**config.mk**
```make
export PLATFORM = sky130hd
export DESIGN_NAME = comparator_bist_flat
export DESIGN_NICKNAME = d
export VERILOG_FILES = /design/src/rtl/comparator_bist_if.sv /design/src/rtl/comparator_bist.sv /design/src/flat_wrapper.sv
export SDC_FILE = /design/constraint.sdc
export NUM_CORES = 1
export LEC_CHECK = 0
export ABC_AREA = 1
export CAP_MARGIN = 20
export CORE_ASPECT_RATIO = 1.75
export CORE_MARGIN = 1
export CORE_UTILIZATION = 50
export CTS_BUF_LIST = sky130_fd_sc_hd__clkbuf_4 sky130_fd_sc_hd__clkbuf_8
export DETAILED_ROUTE_END_ITERATION = 7
export GPL_ROUTABILITY_DRIVEN = 0
export GPL_TIMING_DRIVEN = 0
export HOLD_SLACK_MARGIN = 0.1
export PLACE_DENSITY = 0.76
export SYNTH_ARGS = -nofsm -noshare
export SYNTH_HDL_FRONTEND = slang
export SYNTH_SLANG_ARGS = --single-unit
export TNS_END_PERCENT = 30
```
**constraint.sdc**
```tcl
create_clock -name clk -period 2.92 [get_ports clk]
set_clock_uncertainty 0.05 [all_clocks]
set_input_delay 0.584 -clock clk [delete_from_list [all_inputs] [get_ports clk]]
set_output_delay 0.584 -clock clk [all_outputs]
set_load 0.01 [all_outputs]
```
**src/rtl/comparator_bist_if.sv**
```systemverilog
// Bus between the comparator BIST engine and its controller: sweep control,
// operand/result lines to the comparator under test, and the result registers.
interface comparator_bist_if #(
    parameter int WIDTH = 2
);
    logic               start;
    logic [WIDTH-1:0]   a_out;
    logic [WIDTH-1:0]   b_out;
    logic [2:0]         c_in;
    logic               busy;
    logic               done;
    logic               pass;
    logic [2*WIDTH:0]   err_count;
    logic               fail_valid;
    logic [WIDTH-1:0]   fail_a;
    logic [WIDTH-1:0]   fail_b;

    // Controller / environment side: requests sweeps and returns the comparator result.
    modport master (
        output start, c_in,
        input  a_out, b_out, busy, done, pass, err_count, fail_valid, fail_a, fail_b
    );

    // BIST engine side.
    modport slave (
        input  start, c_in,
        output a_out, b_out, busy, done, pass, err_count, fail_valid, fail_a, fail_b
    );
endinterface

```
**src/rtl/comparator_bist.sv**
```systemverilog
// Exhaustive stimulus/response self-test for a magnitude comparator: sweeps every
// {a,b} pair, checks c against a golden model, records error count and first failure.
module comparator_bist #(
    parameter int WIDTH  = 2,
    parameter int SETTLE = 1
) (
    input  logic             clk,
    input  logic             rst,
    comparator_bist_if.slave bus
);
    localparam int VW = 2 * WIDTH;

    localparam logic [1:0] IDLE = 2'd0;
    localparam logic [1:0] HOLD = 2'd1;
    localparam logic [1:0] FIN  = 2'd2;

    localparam logic [3:0] SETTLE_CNT = 4'(SETTLE);

    logic [1:0]       state;
    logic [3:0]       hold_cnt;
    logic [VW-1:0]    vec;
    logic             busy;
    logic             done;
    logic             pass;
    logic [VW:0]      err_count;
    logic             fail_valid;
    logic [WIDTH-1:0] fail_a;
    logic [WIDTH-1:0] fail_b;

    logic [WIDTH-1:0] a;
    logic [WIDTH-1:0] b;
    logic [2:0]       expected;
    logic             sample;
    logic             mismatch;
    logic [VW:0]      err_next;

    // a is the major field of the sweep counter, b the minor one.
    assign a        = vec[VW-1:WIDTH];
    assign b        = vec[WIDTH-1:0];
    assign expected = {a > b, a == b, a < b};

    // The check happens on the edge that closes a vector's hold window, not in a
    // separate cycle, so the next vector goes out on that same edge.
    assign sample   = (state == HOLD) && (hold_cnt == 4'd0);
    assign mismatch = sample && (bus.c_in != expected);
    assign err_next = err_count + (VW + 1)'(mismatch);

    // NOTE: all state below uses non-blocking assignments so every register
    // updates from pre-edge values; blocking here would create ordering races.
    always_ff @(posedge clk or posedge rst) begin
        if (rst) begin
            state      <= IDLE;
            hold_cnt   <= '0;
            vec        <= '0;
            busy       <= 1'b0;
            done       <= 1'b0;
            pass       <= 1'b0;
            err_count  <= '0;
            fail_valid <= 1'b0;
            fail_a     <= '0;
            fail_b     <= '0;
        end else begin
            done <= 1'b0;
            case (state)
                IDLE: begin
                    if (bus.start) begin
                        vec        <= '0;
                        err_count  <= '0;
                        fail_valid <= 1'b0;
                        fail_a     <= '0;
                        fail_b     <= '0;
                        pass       <= 1'b0;
                        busy       <= 1'b1;
                        hold_cnt   <= SETTLE_CNT;
                        state      <= HOLD;
                    end
                end
                HOLD: begin
                    if (hold_cnt != 4'd0) begin
                        hold_cnt <= hold_cnt - 4'd1;
                    end else begin
                        err_count <= err_next;
                        if (mismatch && !fail_valid) begin
                            fail_valid <= 1'b1;
                            fail_a     <= a;
                            fail_b     <= b;
                        end
                        if (vec != '1) begin
                            vec      <= vec + VW'(1);
                            hold_cnt <= SETTLE_CNT;
                        end else begin
                            // Last vector: the operands stay on the bus until the next start.
                            state <= FIN;
                            done  <= 1'b1;
                            busy  <= 1'b0;
                            pass  <= (err_next == '0);
                        end
                    end
                end
                FIN:     state <= IDLE;
                default: state <= IDLE;
            endcase
        end
    end

    assign bus.a_out      = a;
    assign bus.b_out      = b;
    assign bus.busy       = busy;
    assign bus.done       = done;
    assign bus.pass       = pass;
    assign bus.err_count  = err_count;
    assign bus.fail_valid = fail_valid;
    assign bus.fail_a     = fail_a;
    assign bus.fail_b     = fail_b;
endmodule
```
**src/flat_wrapper.sv**
```systemverilog
// flat-port wrapper written by rule: the top's interface ports become plain ports
module comparator_bist_flat 
#(
    parameter int WIDTH  = 2,
    parameter int SETTLE = 1
)
  (clk, rst, bus_start, bus_c_in, bus_a_out, bus_b_out, bus_busy, bus_done, bus_pass, bus_err_count, bus_fail_valid, bus_fail_a, bus_fail_b);
  comparator_bist_if #(.WIDTH(WIDTH)) bus_i ();
  input  logic clk;
  input  logic rst;
  input wire logic [$bits(bus_i.start)-1:0] bus_start;
  input wire logic [$bits(bus_i.c_in)-1:0] bus_c_in;
  output wire logic [$bits(bus_i.a_out)-1:0] bus_a_out;
  output wire logic [$bits(bus_i.b_out)-1:0] bus_b_out;
  output wire logic [$bits(bus_i.busy)-1:0] bus_busy;
  output wire logic [$bits(bus_i.done)-1:0] bus_done;
  output wire logic [$bits(bus_i.pass)-1:0] bus_pass;
  output wire logic [$bits(bus_i.err_count)-1:0] bus_err_count;
  output wire logic [$bits(bus_i.fail_valid)-1:0] bus_fail_valid;
  output wire logic [$bits(bus_i.fail_a)-1:0] bus_fail_a;
  output wire logic [$bits(bus_i.fail_b)-1:0] bus_fail_b;
  assign bus_i.start = bus_start;
  assign bus_i.c_in = bus_c_in;
  assign bus_a_out = bus_i.a_out;
  assign bus_b_out = bus_i.b_out;
  assign bus_busy = bus_i.busy;
  assign bus_done = bus_i.done;
  assign bus_pass = bus_i.pass;
  assign bus_err_count = bus_i.err_count;
  assign bus_fail_valid = bus_i.fail_valid;
  assign bus_fail_a = bus_i.fail_a;
  assign bus_fail_b = bus_i.fail_b;
  comparator_bist #(.WIDTH(WIDTH), .SETTLE(SETTLE)) u_core (.clk(clk), .rst(rst), .bus(bus_i));
endmodule
```
======== After elaboration in Yosys (flattened, before gate mapping) ========
Cells that the tools add are included.
word-level totals
  bits in registers ....................... 23
  input port bits ......................... 6
  output and inout port bits .............. 17
cells by class
  add/subtract/negate cells ............... 3
  magnitude comparators ................... 2
  equal/unequal tests ..................... 10
  multiplexer cells ....................... 36
  reductions and logical operators ........ 15
operators by type and width
  cell                                                                    number
  4-bit two-way mux                                                       6
  2-bit two-way mux                                                       8
  4-bit one-hot mux with 2 select lines                                   2
  2-bit one-hot mux with 2 select lines                                   3
  4-bit AND reduction                                                     3
  1-bit two-way mux                                                       11
  5-bit two-way mux                                                       2
  2-bit != test (second input constant)                                   5
  5-bit one-hot mux with 2 select lines                                   1
  3-bit AND reduction                                                     3
  1-bit one-hot mux with 2 select lines                                   3
  5-bit by 1-bit adder with 5-bit output                                  1
  5-bit zero test                                                         1
  4-bit by 1-bit adder with 4-bit output (second input constant)          1
  4-bit zero test                                                         1
  4-bit != test (second input constant)                                   1
  4-bit nonzero test                                                      1
  4-bit by 1-bit subtractor with 4-bit output (second input constant)     1
  1-bit logical AND                                                       3
  3-bit != test                                                           1
  3-bit != test (second input constant)                                   1
  2-bit by 1-bit equality test with 1-bit output (second input constant)  1
  2-bit equality test                                                     1
  2-bit greater-than comparator                                           1
  other kinds (4)                                                         4

======== Logic depth before layout (Yosys ltp) ========
Gate-level depths: netlist (run 1).
  word-level depth ........................ 8
  depth in mapped cells ................... 18
  depth with buffers taken out ............ 18

======== Least setup slack after synthesis (run 1) ========
Ideal clock, no wire load.
  path type ............................... reg-to-reg
  from .................................... register u_core.vec[1]
  to ...................................... register u_core.pass (netlist: u_core.bus.pass)
  arrival ................................. 2157 ps
  slack ................................... 630 ps
  stages on the path, launching flop included .. 16
  clock period less this slack ............ 2290 ps
  path through ............................ dfrtp_1 -> inv_1 -> ha_1 -> nand2_1 -> nand2_1 -> nand2_1 -> nand2_1 -> nor2_1 -> nand2_1 -> inv_1 -> nor2_4 -> ha_1 -> ha_1 -> nor3_1 -> nand4_1 -> o21ai_0
between the ends
  word-level cells in the longest chain between the ends .. 8
RTL lines
  what                                        RTL line               source
  from (decl)                                 comparator_bist.sv:21  logic [VW-1:0] vec;
  from (signal assigned)                      comparator_bist.sv:89  vec <= vec + VW'(1);
  2-bit < comparator (tied with other cells)  comparator_bist.sv:40  assign expected = {a > b, a == b, a < b};
  3-bit != test                               comparator_bist.sv:45  assign mismatch = sample && (bus.c_in != expected);
  1-bit logical AND                           comparator_bist.sv:45
  5-bit by 1-bit adder with 5-bit output      comparator_bist.sv:46  assign err_next = err_count + (VW + 1)'(mismatch);
  5-bit zero test                             comparator_bist.sv:96  pass <= (err_next == '0);
  1-bit two-way mux                           comparator_bist.sv:88  if (vec != '1) begin
  1-bit two-way mux                           comparator_bist.sv:79  if (hold_cnt != 4'd0) begin
  1-bit one-hot mux with 2 select lines       comparator_bist.sv:64  case (state)
  to (signal assigned)                        comparator_bist.sv:96
  to (decl)                                   comparator_bist.sv:24  logic pass;
Parallel ways exist; a longest one is shown, timed or not. The select of a mux whose other input is x is not followed.
A chain may end at the register's enable or synchronous reset.

======== Final worst setup path (run 1) ========
Ends and elaborated chain as after synthesis.

==> run metrics, run 1 <==
relative slew slack=41.9%; hold path endpoint=u_core.bus.fail_a[0]; leakage=0.798 nW; H-tree level count=1; Overflow after GRT=0; number of nets in the layout=184; worst-skew pair later-pin latency=260 ps; hold path start=u_core.bus.fail_a[0]; Detailed Route Iter0 Violations=24; clk slew on worst S/H paths=80 ps; syn_nets=157; layout cells sized above 1=16.5%; critical path arrival=2660 ps; R2R Setup Slk=390 ps; total CTS buffers=3; Top FF cell, synth=dfrtp_1; register area share after synthesis=44.7%; Fmax=0.395 GHz; FF-to-FF End=u_core.bus.pass; Startpoint Class=flip-flop; Max clock buf depth=2; CTS hold repair buffers=0; r2r startpoint=u_core.vec[1]; Cell Pwr Density=924 nW/µm²; Slowest-stage cell, CP=dfrtp_1; Finish-stage setup viols=0; Area growth, synth to finish=23.4%; RSZ-0062 raised after global routing=no; Antenna Diode Count=0; TritonRoute pass-1 iters=4; I/O pin total=23; Routed wire per std cell=11.8 µm; Initial Util=52.2%; Residual DRC=0; Routed WL=2310 µm; Peak VDD IR=0.000549 V; Clock Root Buffer=clkbuf_8; status=finished clean; vias in the first global route=1021; PortBufs=22; Std-Cell Core Area=2460 µm²; Synth cell types=29; most used cell, CP=nand2_1; Die Area=2790 µm²; CTS sink count=23; average size of a mapped cell=8.93 µm²; worst-path cell chain=inv_1, ha_1, nand2_1, nand2_1, nand2_1, nand2_1, nand2_1, inv_1, nand2_1, inv_1, nor2_4, ha_1, ha_1, nand3_1, xor2_1, nand4_1, o21ai_0; setup TNS=0 ps; Post-Syn Area=1290 µm²; R2R depth=17; Seq cells post-synth=23; Worst path top cell family by delay=simple AND/OR/NAND/NOR gates; Max Slew Vio Count=0; Final ANT Viol Nets=0; Yosys warning count=0; Via-to-Cell Ratio=5.25; crit path max fanout=5; Slew @ Worst Pin=870 ps; crit end category=flip-flop; Total Routing Usage GR=19.9%; async set or reset register ratio after synthesis=100%; Min Clock Period, post-route=2530 ps; hold depth=2; CP required=3050 ps; final hold vios=0; die height=69.1 µm; Via Count=1029; Post-CTS Setup Inserts=0; Detailed Place HPWL=1870 µm; Final Util=64.5%; Mapped Cells=144; initial antenna violation count=0; DIE WIDTH=40.3 µm; fin crit share=86.7%; max_cap viols=0; pin count of the biggest net entering global routing=24; critical path class=reg2reg; CP bufs+invs=3; EDFF count, synth=0; slowest stage delay, CP=420 ps; CTS-repair resized insts=0; first-pass GRT wire length=4030 µm; Crit path depth=17; row cnt=24; CTS tree=built; Hold Path Class=reg2reg
## state kept, by name (all words and copies together), names as in the netlist
name and count:
u_core.hold_cnt 4, u_core.bus.pass 1, u_core.bus.fail_valid 1, u_core.bus.busy 1
u_core.vec 4, u_core.bus.fail_b 2, u_core.bus.err_count 5, u_core.state 2
u_core.bus.done 1, u_core.bus.fail_a 2
## cells in the final DEF, fill, tap and decap left out, drive strengths merged, types with 2 or more instances in the layout
cell type and n:
nand2 38, dfrtp 23, inv 23, clkdlybuf4s50 22, nor2 14, nand3 13, o21ai 8, ha 7
xor2 4, clkbuf 4, a21oi 4, a22o 2, nand3b 2
## layout make-up
cell class | count | area, µm²
well taps | 26 | 32.5
clock buffers | 4 | 48.8
multi-input cells | 98 | 614
flip-flops and latches | 23 | 576
inverters | 23 | 96.3
repair buffers | 22 | 220
fillers | 213 | 875
## layer usage
layer	vias to the layer above	global-route usage (%)	routed length (µm)
li1	510	-	-
met1	489	21.9	895
met2	23	33.0	1280
met3	7	2.89	70
met4	0	11.5	68
met5	-	0	0
## per-stage QoR
| stage | worst slack [ps] | cell area, µm² | hold WS [ps] | power (mW) | cells |
|---|---|---|---|---|---|
| floorplan | 630 | 1290 | 411 | 1.01 | 144 |
| global placement | 305 | 1540 | 407 | 1.25 | 192 |
| detailed placement | 281 | 1540 | 408 | 1.28 | 192 |
| CTS | 381 | 1590 | 427 | 1.48 | 196 |
| global route | 75.5 | 1590 | 449 | 1.60 | 196 |
| finish | 390 | 1590 | 427 | 1.47 | 196 |
## worst min-delay path: stages (launching register included)
cell     delay (ps)
dfrtp_1         350
nand2_1          50
nand2_1          40
## cell usage after synthesis, types with 3 or more instances
library cell / count / area, µm²
o21ai_0: 6 / 30.0
nand2_1: 34 / 128
nor2_1: 7 / 26.3
inv_1: 15 / 56.3
nand2_2: 3 / 18.8
xor2_1: 4 / 35.0
nor2_4: 6 / 67.6
ha_1: 7 / 87.6
nand3_1: 13 / 65.1
inv_2: 5 / 18.8
dfrtp_1: 23 / 576
## how the worst max path moves through the flow
stage                  start               to  slack, ps
5_1_grt        u_core.vec[1]  u_core.bus.pass         80
6_report       u_core.vec[1]  u_core.bus.pass        390
4_1_cts        u_core.vec[1]  u_core.bus.pass        380
3_5_place_dp     bus_c_in[0]  u_core.bus.pass        280
2_1_floorplan  u_core.vec[1]  u_core.bus.pass        630
3_3_place_gp     bus_c_in[0]  u_core.bus.pass        310
## report_power, final
group / internal [mW] / switching (mW) / leakage (nW) / total (mW)
sequential: 0.426 / 0.0965 / 0.285 / 0.523
clock: 0.107 / 0.0985 / 0.0262 / 0.205
combinational: 0.345 / 0.394 / 0.487 / 0.739
## kinds of logic after synthesis
kind of cell	share of synthesized area, %
and+or+nand+nor	28.1
buffers and inverters	7.49
DFF	44.7
AOI/OAI and AO/OA	9.44
adders and majority gates	6.81
xor gates and xnor gates	3.40
Power figures use the tool's default switching activity.
==> run 2: changes to the inputs <==
==> constraint.sdc (replaced) <==
create_clock -name clk -period 3.1 [get_ports clk]
set_clock_uncertainty 0.05 [all_clocks]
set_input_delay 0.62 -clock clk [delete_from_list [all_inputs] [get_ports clk]]
set_output_delay 0.62 -clock clk [all_outputs]
set_load 0.01 [all_outputs]
==> results of run 2 <==
Same layout as run 1 (identical final DEF). Status: finished clean.
Main changes from that run: setup slack after placement 281 ps -> 425 ps; setup slack after layout 390 ps -> 570 ps; register-to-register setup slack 390 ps -> 570 ps; total power 1.47 mW -> 1.38 mW; worst IR drop on VDD 0.000549 V -> 0.000517 V
